$ cat src/rtl/game_layer_compositor_if.sv
// game_layer_compositor_if: pixel, layer and game-event bundle between the VGA
// game path and the compositor.
interface game_layer_compositor_if #(
  parameter int N_LAYERS = 8,
  parameter int RGB_W = 12
);
  localparam int SEL_W = $clog2(N_LAYERS + 1);
  logic frame_start;
  logic [N_LAYERS-1:0] layer_en;
  logic [N_LAYERS*RGB_W-1:0] layer_rgb;
  logic [RGB_W-1:0] bg_rgb;
  logic [RGB_W-1:0] start_rgb;
  logic [RGB_W-1:0] over_rgb;
  logic [RGB_W-1:0] win_rgb;
  logic key_enter;
  logic player_hit;
  logic player_dead;
  logic boss_dead;
  logic [RGB_W-1:0] pix_rgb;
  logic [SEL_W-1:0] layer_sel;
  logic [1:0] game_state;
  logic play_active;
  logic invuln;
  modport master (
    output frame_start, layer_en, layer_rgb, bg_rgb, start_rgb, over_rgb, win_rgb,
    output key_enter, player_hit, player_dead, boss_dead,
    input pix_rgb, layer_sel, game_state, play_active, invuln
  );
  modport slave (
    input frame_start, layer_en, layer_rgb, bg_rgb, start_rgb, over_rgb, win_rgb,
    input key_enter, player_hit, player_dead, boss_dead,
    output pix_rgb, layer_sel, game_state, play_active, invuln
  );
endinterface

$ cat src/rtl/game_layer_compositor.sv
// game_layer_compositor: prioritised colour-keyed sprite compositor with a
// frame-synchronous START/PLAY/OVER/WIN controller and hit-blink invulnerability.
module game_layer_compositor #(
  parameter int N_LAYERS = 8,
  parameter int RGB_W = 12,
  parameter int KEY_EN = 1,
  parameter logic [RGB_W-1:0] KEY_COLOR = '0,
  parameter int BLINK_FRAMES = 120,
  parameter int BLINK_SHIFT = 3
) (
  input logic clk,
  input logic rst,
  game_layer_compositor_if.slave io
);
  localparam int SEL_W = $clog2(N_LAYERS + 1);
  typedef enum logic [1:0] {START, PLAY, OVER, WIN} state_t;
  state_t state, state_n, pend_t, pend_t_n;
  logic pend_v, pend_v_n, enter_q, enter_rise, commit;
  logic [7:0] blink, blink_n;
  logic [N_LAYERS-1:0] vis;
  logic [RGB_W-1:0] rgb_n;
  logic [SEL_W-1:0] sel_n;
  assign enter_rise = io.key_enter & ~enter_q;
  assign commit = io.frame_start & pend_v;
  assign io.game_state = state;
  assign io.play_active = state == PLAY;
  assign io.invuln = |blink;
  always_ff @(posedge clk or posedge rst)
    if (rst) begin
      state <= START;
      pend_v <= 1'b0;
      pend_t <= START;
      blink <= '0;
      enter_q <= 1'b0;
      io.pix_rgb <= '0;
      io.layer_sel <= SEL_W'(N_LAYERS);
    end else begin
      state <= state_n;
      pend_v <= pend_v_n;
      pend_t <= pend_t_n;
      blink <= blink_n;
      enter_q <= io.key_enter;
      io.pix_rgb <= rgb_n;
      io.layer_sel <= sel_n;
    end
  // Events are judged against the state held this cycle; a committing request is
  // cleared first so a same-cycle event becomes the next pending request.
  always_comb begin
    state_n = commit ? pend_t : state;
    pend_v_n = pend_v & ~commit;
    pend_t_n = pend_t;
    if (state == PLAY && io.player_dead) begin
      pend_v_n = 1'b1;
      pend_t_n = OVER;
    end else if (state == PLAY && io.boss_dead && !(pend_v_n && pend_t == OVER)) begin
      pend_v_n = 1'b1;
      pend_t_n = WIN;
    end else if (state != PLAY && enter_rise) begin
      pend_v_n = 1'b1;
      pend_t_n = state == START ? PLAY : START;
    end
    blink_n = commit ? 8'd0
            : (io.player_hit && state == PLAY && blink == 8'd0) ? 8'(BLINK_FRAMES)
            : (io.frame_start && blink != 8'd0) ? blink - 8'd1 : blink;
  end
  always_comb begin
    for (int i = 0; i < N_LAYERS; i++)
      vis[i] = io.layer_en[i] && (KEY_EN == 0 || io.layer_rgb[i*RGB_W +: RGB_W] != KEY_COLOR);
    vis[0] = vis[0] & ~(blink != 8'd0 && blink[BLINK_SHIFT]);
    rgb_n = state == START ? io.start_rgb : state == OVER ? io.over_rgb
          : state == WIN ? io.win_rgb : io.bg_rgb;
    sel_n = SEL_W'(N_LAYERS);
    if (state == PLAY)
      for (int i = N_LAYERS - 1; i >= 0; i--)
        if (vis[i]) begin
          rgb_n = io.layer_rgb[i*RGB_W +: RGB_W];
          sel_n = SEL_W'(i);
        end
  end
endmodule

$ cat src/flat_wrapper.sv
// flat-port wrapper written by rule: the top's interface ports become plain ports
module game_layer_compositor_flat 
#(
  parameter int N_LAYERS = 8,
  parameter int RGB_W = 12,
  parameter int KEY_EN = 1,
  parameter logic [RGB_W-1:0] KEY_COLOR = '0,
  parameter int BLINK_FRAMES = 120,
  parameter int BLINK_SHIFT = 3
)
  (clk, rst, io_frame_start, io_layer_en, io_layer_rgb, io_bg_rgb, io_start_rgb, io_over_rgb, io_win_rgb, io_key_enter, io_player_hit, io_player_dead, io_boss_dead, io_pix_rgb, io_layer_sel, io_game_state, io_play_active, io_invuln);
  game_layer_compositor_if #(.N_LAYERS(N_LAYERS), .RGB_W(RGB_W)) io_i ();
  input logic clk;
  input logic rst;
  input wire logic [$bits(io_i.frame_start)-1:0] io_frame_start;
  input wire logic [$bits(io_i.layer_en)-1:0] io_layer_en;
  input wire logic [$bits(io_i.layer_rgb)-1:0] io_layer_rgb;
  input wire logic [$bits(io_i.bg_rgb)-1:0] io_bg_rgb;
  input wire logic [$bits(io_i.start_rgb)-1:0] io_start_rgb;
  input wire logic [$bits(io_i.over_rgb)-1:0] io_over_rgb;
  input wire logic [$bits(io_i.win_rgb)-1:0] io_win_rgb;
  input wire logic [$bits(io_i.key_enter)-1:0] io_key_enter;
  input wire logic [$bits(io_i.player_hit)-1:0] io_player_hit;
  input wire logic [$bits(io_i.player_dead)-1:0] io_player_dead;
  input wire logic [$bits(io_i.boss_dead)-1:0] io_boss_dead;
  output wire logic [$bits(io_i.pix_rgb)-1:0] io_pix_rgb;
  output wire logic [$bits(io_i.layer_sel)-1:0] io_layer_sel;
  output wire logic [$bits(io_i.game_state)-1:0] io_game_state;
  output wire logic [$bits(io_i.play_active)-1:0] io_play_active;
  output wire logic [$bits(io_i.invuln)-1:0] io_invuln;
  assign io_i.frame_start = io_frame_start;
  assign io_i.layer_en = io_layer_en;
  assign io_i.layer_rgb = io_layer_rgb;
  assign io_i.bg_rgb = io_bg_rgb;
  assign io_i.start_rgb = io_start_rgb;
  assign io_i.over_rgb = io_over_rgb;
  assign io_i.win_rgb = io_win_rgb;
  assign io_i.key_enter = io_key_enter;
  assign io_i.player_hit = io_player_hit;
  assign io_i.player_dead = io_player_dead;
  assign io_i.boss_dead = io_boss_dead;
  assign io_pix_rgb = io_i.pix_rgb;
  assign io_layer_sel = io_i.layer_sel;
  assign io_game_state = io_i.game_state;
  assign io_play_active = io_i.play_active;
  assign io_invuln = io_i.invuln;
  game_layer_compositor #(.N_LAYERS(N_LAYERS), .RGB_W(RGB_W), .KEY_EN(KEY_EN), .KEY_COLOR(KEY_COLOR), .BLINK_FRAMES(BLINK_FRAMES), .BLINK_SHIFT(BLINK_SHIFT)) u_core (.clk(clk), .rst(rst), .io(io_i));
endmodule
$ cat config.mk
export PLATFORM = sky130hd
export DESIGN_NAME = game_layer_compositor_flat
export DESIGN_NICKNAME = d
export VERILOG_FILES = /design/src/rtl/game_layer_compositor_if.sv /design/src/rtl/game_layer_compositor.sv /design/src/flat_wrapper.sv
export SDC_FILE = /design/constraint.sdc
export NUM_CORES = 1
export LEC_CHECK = 0
export CORE_UTILIZATION = 37
export CTS_CLUSTER_DIAMETER = 50
export DETAILED_ROUTE_END_ITERATION = 8
export GPL_TIMING_DRIVEN = 0
export PLACE_DENSITY = 0.88
export SLEW_MARGIN = 25
export SYNTH_ARGS = -nofsm -noshare
export SYNTH_HDL_FRONTEND = slang
export SYNTH_SLANG_ARGS = --single-unit
$ cat constraint.sdc
create_clock -name clk -period 2.55 [get_ports clk]
set_input_delay 0.765 -clock clk [delete_from_list [all_inputs] [get_ports clk]]
set_output_delay 0.765 -clock clk [all_outputs]
set_load 0.03 [all_outputs]
## Word-level counts from Yosys, hierarchy flattened

Cells that the tools add are included.

| word-level totals | value |
|---|---|
| flip-flop bits (word level) | 30 |
| bits of input ports | 159 |
| output and inout port bits | 20 |
| word-level logic and storage cells | 83 |

| operators by class | value |
|---|---|
| add/subtract/negate cells | 1 |
| equality and inequality tests | 5 |
| mux-type cells | 31 |
| bitwise logic cells | 7 |
| reduce and logical (&&, ||, !) cells | 32 |

Operators with widths:

| operator | count |
|---|---|
| 12-bit 2-to-1 mux | 12 |
| 12-bit nonzero test | 8 |
| 4-bit 2-to-1 mux | 9 |
| 8-bit 2-to-1 mux | 3 |
| 1-bit logical AND | 17 |
| 8-bit logical NOT | 1 |
| 8-bit nonzero test | 1 |
| 8-bit OR reduction | 1 |
| 8-bit by 1-bit subtractor with 8-bit output, second input constant | 1 |
| 2-bit == test, second input constant | 3 |
| 2-bit 2-to-1 mux | 3 |
| 3-bit nonzero test | 2 |
| 1-bit AND | 4 |
| 1-bit 2-to-1 mux | 4 |
| 1-bit inverter | 3 |
| 2-bit by 1-bit == test with 1-bit output, second input constant | 1 |
| 2-bit logical NOT | 1 |
| 2-bit by 1-bit != test with 1-bit output, second input constant | 1 |
| 1-bit logical NOT | 1 |

## Longest topological paths before layout

| depth | value |
|---|---|
| word-level depth | 13 |
| mapped depth | 8 |
| mapped depth without buffers | 8 |

## Worst setup path before layout

No wires, ideal clock.

| path | value |
|---|---|
| path kind | input port to flip-flop |
| start | in io_layer_rgb[74] |
| end | reg u_core.io.pix_rgb[5] |
| arrival | 2.457 ns |
| required time | 2.424 ns |
| slack | -0.033 ns |
| stages | 7 |
| path buffers | 1 |
| cells stage by stage | or4_1 o31a_1 buf_6 a221oi_1 o211ai_1 o211a_1 a221o_1 |

| on the way | value |
|---|---|
| word-level cells in the longest chain between the ends | 10 |

RTL lines:

| what | RTL line | RTL |
|---|---|---|
| from (decl) | flat_wrapper.sv:17 | `input wire logic [$bits(io_i.layer_rgb)-1:0] io_layer_rgb;` |
| 12-bit nonzero test | game_layer_compositor.sv:68 | `vis[i] = io.layer_en[i] && (KEY_EN == 0 \|\| io.layer_rgb[i*RGB_W +: RGB_W] != KEY_COLOR);` |
| 1-bit logical AND | game_layer_compositor.sv:68 |  |
| 12-bit 2-to-1 mux (7 in a row) | game_layer_compositor.sv:75 | `if (vis[i]) begin` |
| 12-bit 2-to-1 mux | game_layer_compositor.sv:73 | `if (state == PLAY)` |
| named net u_core.rgb_n[5] | game_layer_compositor.sv:21 | `logic [RGB_W-1:0] rgb_n;` |
| to (signal assigned) | game_layer_compositor.sv:43 | `io.pix_rgb <= rgb_n;` |
| to (decl) | game_layer_compositor_if.sv:32 | `output pix_rgb, layer_sel, game_state, play_active, invuln` |

The timed path passes the listed nets, and every way through them passes these cells.
A chain may end at the register's enable or synchronous reset.

## Final worst setup path

| path | value |
|---|---|
| start | in io_layer_rgb[73] |
| end | reg u_core.io.pix_rgb[5] |

Same word-level chain as after synthesis.

==> results.yml <==
clocking:
  clk_path_buf_depth: 2
  numCtsBuffers: 5
  cts_max_level: 2
  cts_root_buf: "clkbuf_8"
  cts_hold_repair.buffers: 0
  clock-sinks: 30
  clk_latency_ns: 0.29
  clk_pin_slew_worst_paths_ns: 0.07
  cts_tree: "built"
layout:
  fin_nets: 728
  final_area_sq_um: 5294
  antenna_cells: 0
  drive_gt1_frac: 0.2953
  area_delta_synth_final_pct: 87.63
power:
  pwr_density_cell_nw_per_um2: 678.9
  p_leak_uw: 0.002214
  peakVddDrop_mv: 0.4706
yosys:
  synth_compound_area_frac: 0.3100
  synth-edff-count: 0
  synthDistinctLibCells: 59
  yosys-mux-area-fraction: 0.09978
  syn_inst: 351
  synth_adder_area_share: 0.004435
  ys.warnings.count: 0
  syn_area_sq_um: 2821
  synth_top_family_by_area: "compound AO/OA/AOI/OAI gates"
  ys_seq_area_frac: 0.2665
  synth_nets: 511
  async_flop_share: 1.000
  ys_ff_latch: 30
  synth_xor_area_frac: 0.009313
  yosys.area_share.simple: 0.2599
  syn_avg_cell_area_sq_um: 8.038
  synth_flop_cell: "dfrtp_1"
run:
  max_cap_violations: 0
placed_design:
  numPortBuffers: 178
  place_ws_ns: -0.7651
  gp_congestion: 0.9541
  placed_area_sq_um: 4737
  dp_hpwl_um: 10010
global_route:
  grt_antenna_before_repair: 0
  grt_max_degree: 31
  grt_pass1_vias: 3974
  overflow: 0
  grt_pass1_wl_um: 19430
  gr-usage-all-layers: 0.3294
worst_setup_path:
  crit_type: "primary input to flop"
  cp_data_arrival_time_ns: 2.71
  rr_worst_depth: 6
  worstSetupStartpointType: "primary input"
  critical_path.max_fanout: 8
  end_kind: "flop"
  required_ns: 2.71
worst_hold_path:
  hp-class: "flop to flop"
  holdPathStages: 1
sta:
  slew_headroom: 0.5736
  skew_ns: 0.005267
  hold_viol_final: 0
  maxSlewViolCount: 0
  rsz0062_at_grt: "true"
  fmax_mhz: 393.1
  setup_slack_ns: 0.005822
  setup_viol: 0
  finalCriticalPeriod_ns: 2.544
  tightestPinTransition_ns: 0.6386
  fin_crit_sh: 0.9977
drt:
  ant_nets: 0
  drc: 0
  post_drt_wl_per_cell_um: 19.94
  first_pass_iters: 5
  drt-initial-drc-count: 291
  vias: 4091
  drt_wl_total_um: 13320
  vias_per_cell: 6.124
die:
  start_util: 0.3849
  core_area_sq_um: 7331
  die_w_um: 89.33
  die_h_um: 89.33
  core.rowCount: 31
  io_pins: 179
  dieArea_sq_um: 7979
run_status:
  status: "complete, no violations"
## cell type report
type,count,area (sq um)
plain buffers,19,135.1
clock buffers,8,110.1
fillers,538,2037
inverters,11,42.54
multi-input cells,290,2263
flip-flops and latches,30,752.0
well taps,99,123.9
repair buffers,211,1867
## cell usage in the layout (no fill, tap or decap), drive strengths merged, types with 3 or more instances in the layout
| master | count |
|---|---|
| dlygate4sd2 | 16 |
| clkbuf | 45 |
| and2 | 3 |
| a31oi | 10 |
| o21ai | 28 |
| o22a | 3 |
| a32oi | 4 |
| and3 | 3 |
| nor3 | 8 |
| a21boi | 3 |
| clkdlybuf4s15 | 15 |
| a21oi | 21 |
| o31ai | 8 |
| a221oi | 7 |
| mux4 | 12 |
| nor4 | 6 |
| inv | 10 |
| clkdlybuf4s50 | 104 |
| dlymetal6s2s | 8 |
| buf | 50 |
| or4 | 18 |
| dfrtp | 29 |
| a21o | 3 |
| nand2b | 3 |
| o21a | 3 |
| xnor2 | 3 |
| a221o | 3 |
| o31a | 3 |
| a211oi | 7 |
| nor2 | 39 |
| nand3 | 14 |
| nand2 | 48 |
## worst max-delay path: stages
cell and delay, ns:
clkbuf_2 0.10, or4_4 0.53, o31a_1 0.35, buf_6 0.16
a221oi_4 0.19, o211ai_1 0.15, o211a_1 0.14, a221o_1 0.33
## worst paths after layout
path                                         start                 endpoint  slack, ns
setup / recovery                  io_layer_rgb[73]     u_core.io.pix_rgb[5]      0.006
hold / removal                    u_core.pend_t[1]         u_core.pend_t[1]       0.52
setup reg to reg           u_core.io.game_state[0]     u_core.io.pix_rgb[3]       0.20
hold reg to reg                   u_core.pend_t[1]         u_core.pend_t[1]       0.52
max in group asynchronous                      rst  u_core.io.game_state[0]       1.25
min in group asynchronous                      rst   u_core.io.layer_sel[2]       0.88
## where the power goes
group	total, uW	internal, uW	switching [uW]	leakage, uW
Combinational	2310	1050	1260	0.00179
Clock	457	272	185	0.0000575
Sequential	826	685	141	0.000368
## timing repair
action | CTS | global route
pin swaps | 41 | 43
cloned | 1 | 0
setup buffers | 19 | 13
endpoints found under the setup margin | 18 | 15
resized for setup | 171 | 92
hold endpoints to repair | 0 | 0
## sequential cells by signal, summed over array words and instances (netlist names)
register	flops
u_core.io.layer_sel	4
u_core.enter_q	1
u_core.pend_v	1
u_core.io.game_state	2
u_core.blink	8
u_core.pend_t	2
u_core.io.pix_rgb	12
## Yosys cell counts, types with 2 or more instances
library cell,count,area share
a2111oi_0,2,0.0062
mux4_2,12,0.096
or3_1,2,0.0044
o21ai_0,27,0.048
nand2b_1,2,0.0044
o22ai_1,2,0.0044
a221o_1,3,0.011
o21a_1,3,0.0080
nand4_1,2,0.0044
o22a_1,3,0.0093
o31a_1,3,0.0093
a221oi_1,7,0.022
o31ai_4,2,0.015
o31ai_1,5,0.013
buf_2,8,0.014
nor3_1,8,0.014
a31oi_1,10,0.022
a211oi_1,7,0.019
a32oi_1,4,0.012
clkbuf_1,9,0.012
o2111ai_1,2,0.0062
o211a_1,2,0.0071
nor2_1,39,0.052
buf_4,2,0.0053
nand3_1,14,0.025
inv_1,10,0.013
xnor2_1,3,0.0093
a21oi_1,21,0.037
nor4_1,6,0.013
and3_1,3,0.0067
nor3b_1,2,0.0053
a21o_1,3,0.0080
or4_1,17,0.045
o211ai_1,2,0.0053
a21boi_0,2,0.0053
nand2_1,48,0.064
and2_1,3,0.0067
dfrtp_1,29,0.26
nor2b_1,2,0.0044
## cells by family after synthesis
group / count (synthesis)
and+or+nand+nor: 151
buffers and inverters: 31
adders and majority gates: 1
muxes: 13
DFF: 30
AOI/OAI and AO/OA: 122
xor gates and xnor gates: 3
## layer usage
metal  up-vias  track usage  part of all wire  wire (um)
li1       1808            -                 -          -
met1      1946       0.3855              0.37       4994
met2       283       0.5767              0.49       6509
met3        54      0.06925             0.089       1190
met4         0       0.1530             0.047        627
met5         -            0                 0          0
## metrics by stage
step | hold slack, ns | instances | total power (uW) | setup TNS (ns) | util
6_report | 0.5248 | 668 | 3594 | 0 | 0.7221
5_1_grt | 0.5538 | 668 | 3760 | -0.1732 | 0.7221
4_1_cts | 0.5264 | 656 | 3442 | 0 | 0.7030
3_5_place_dp | 0.5094 | 628 | 2910 | -10.09 | 0.6462
3_3_place_gp | 0.4995 | 628 | 2876 | -10.12 | 0.6462
2_1_floorplan | 0.4677 | 351 | 2035 | -0.003447 | -
No activity file was read; power rests on OpenSTA's default activity.
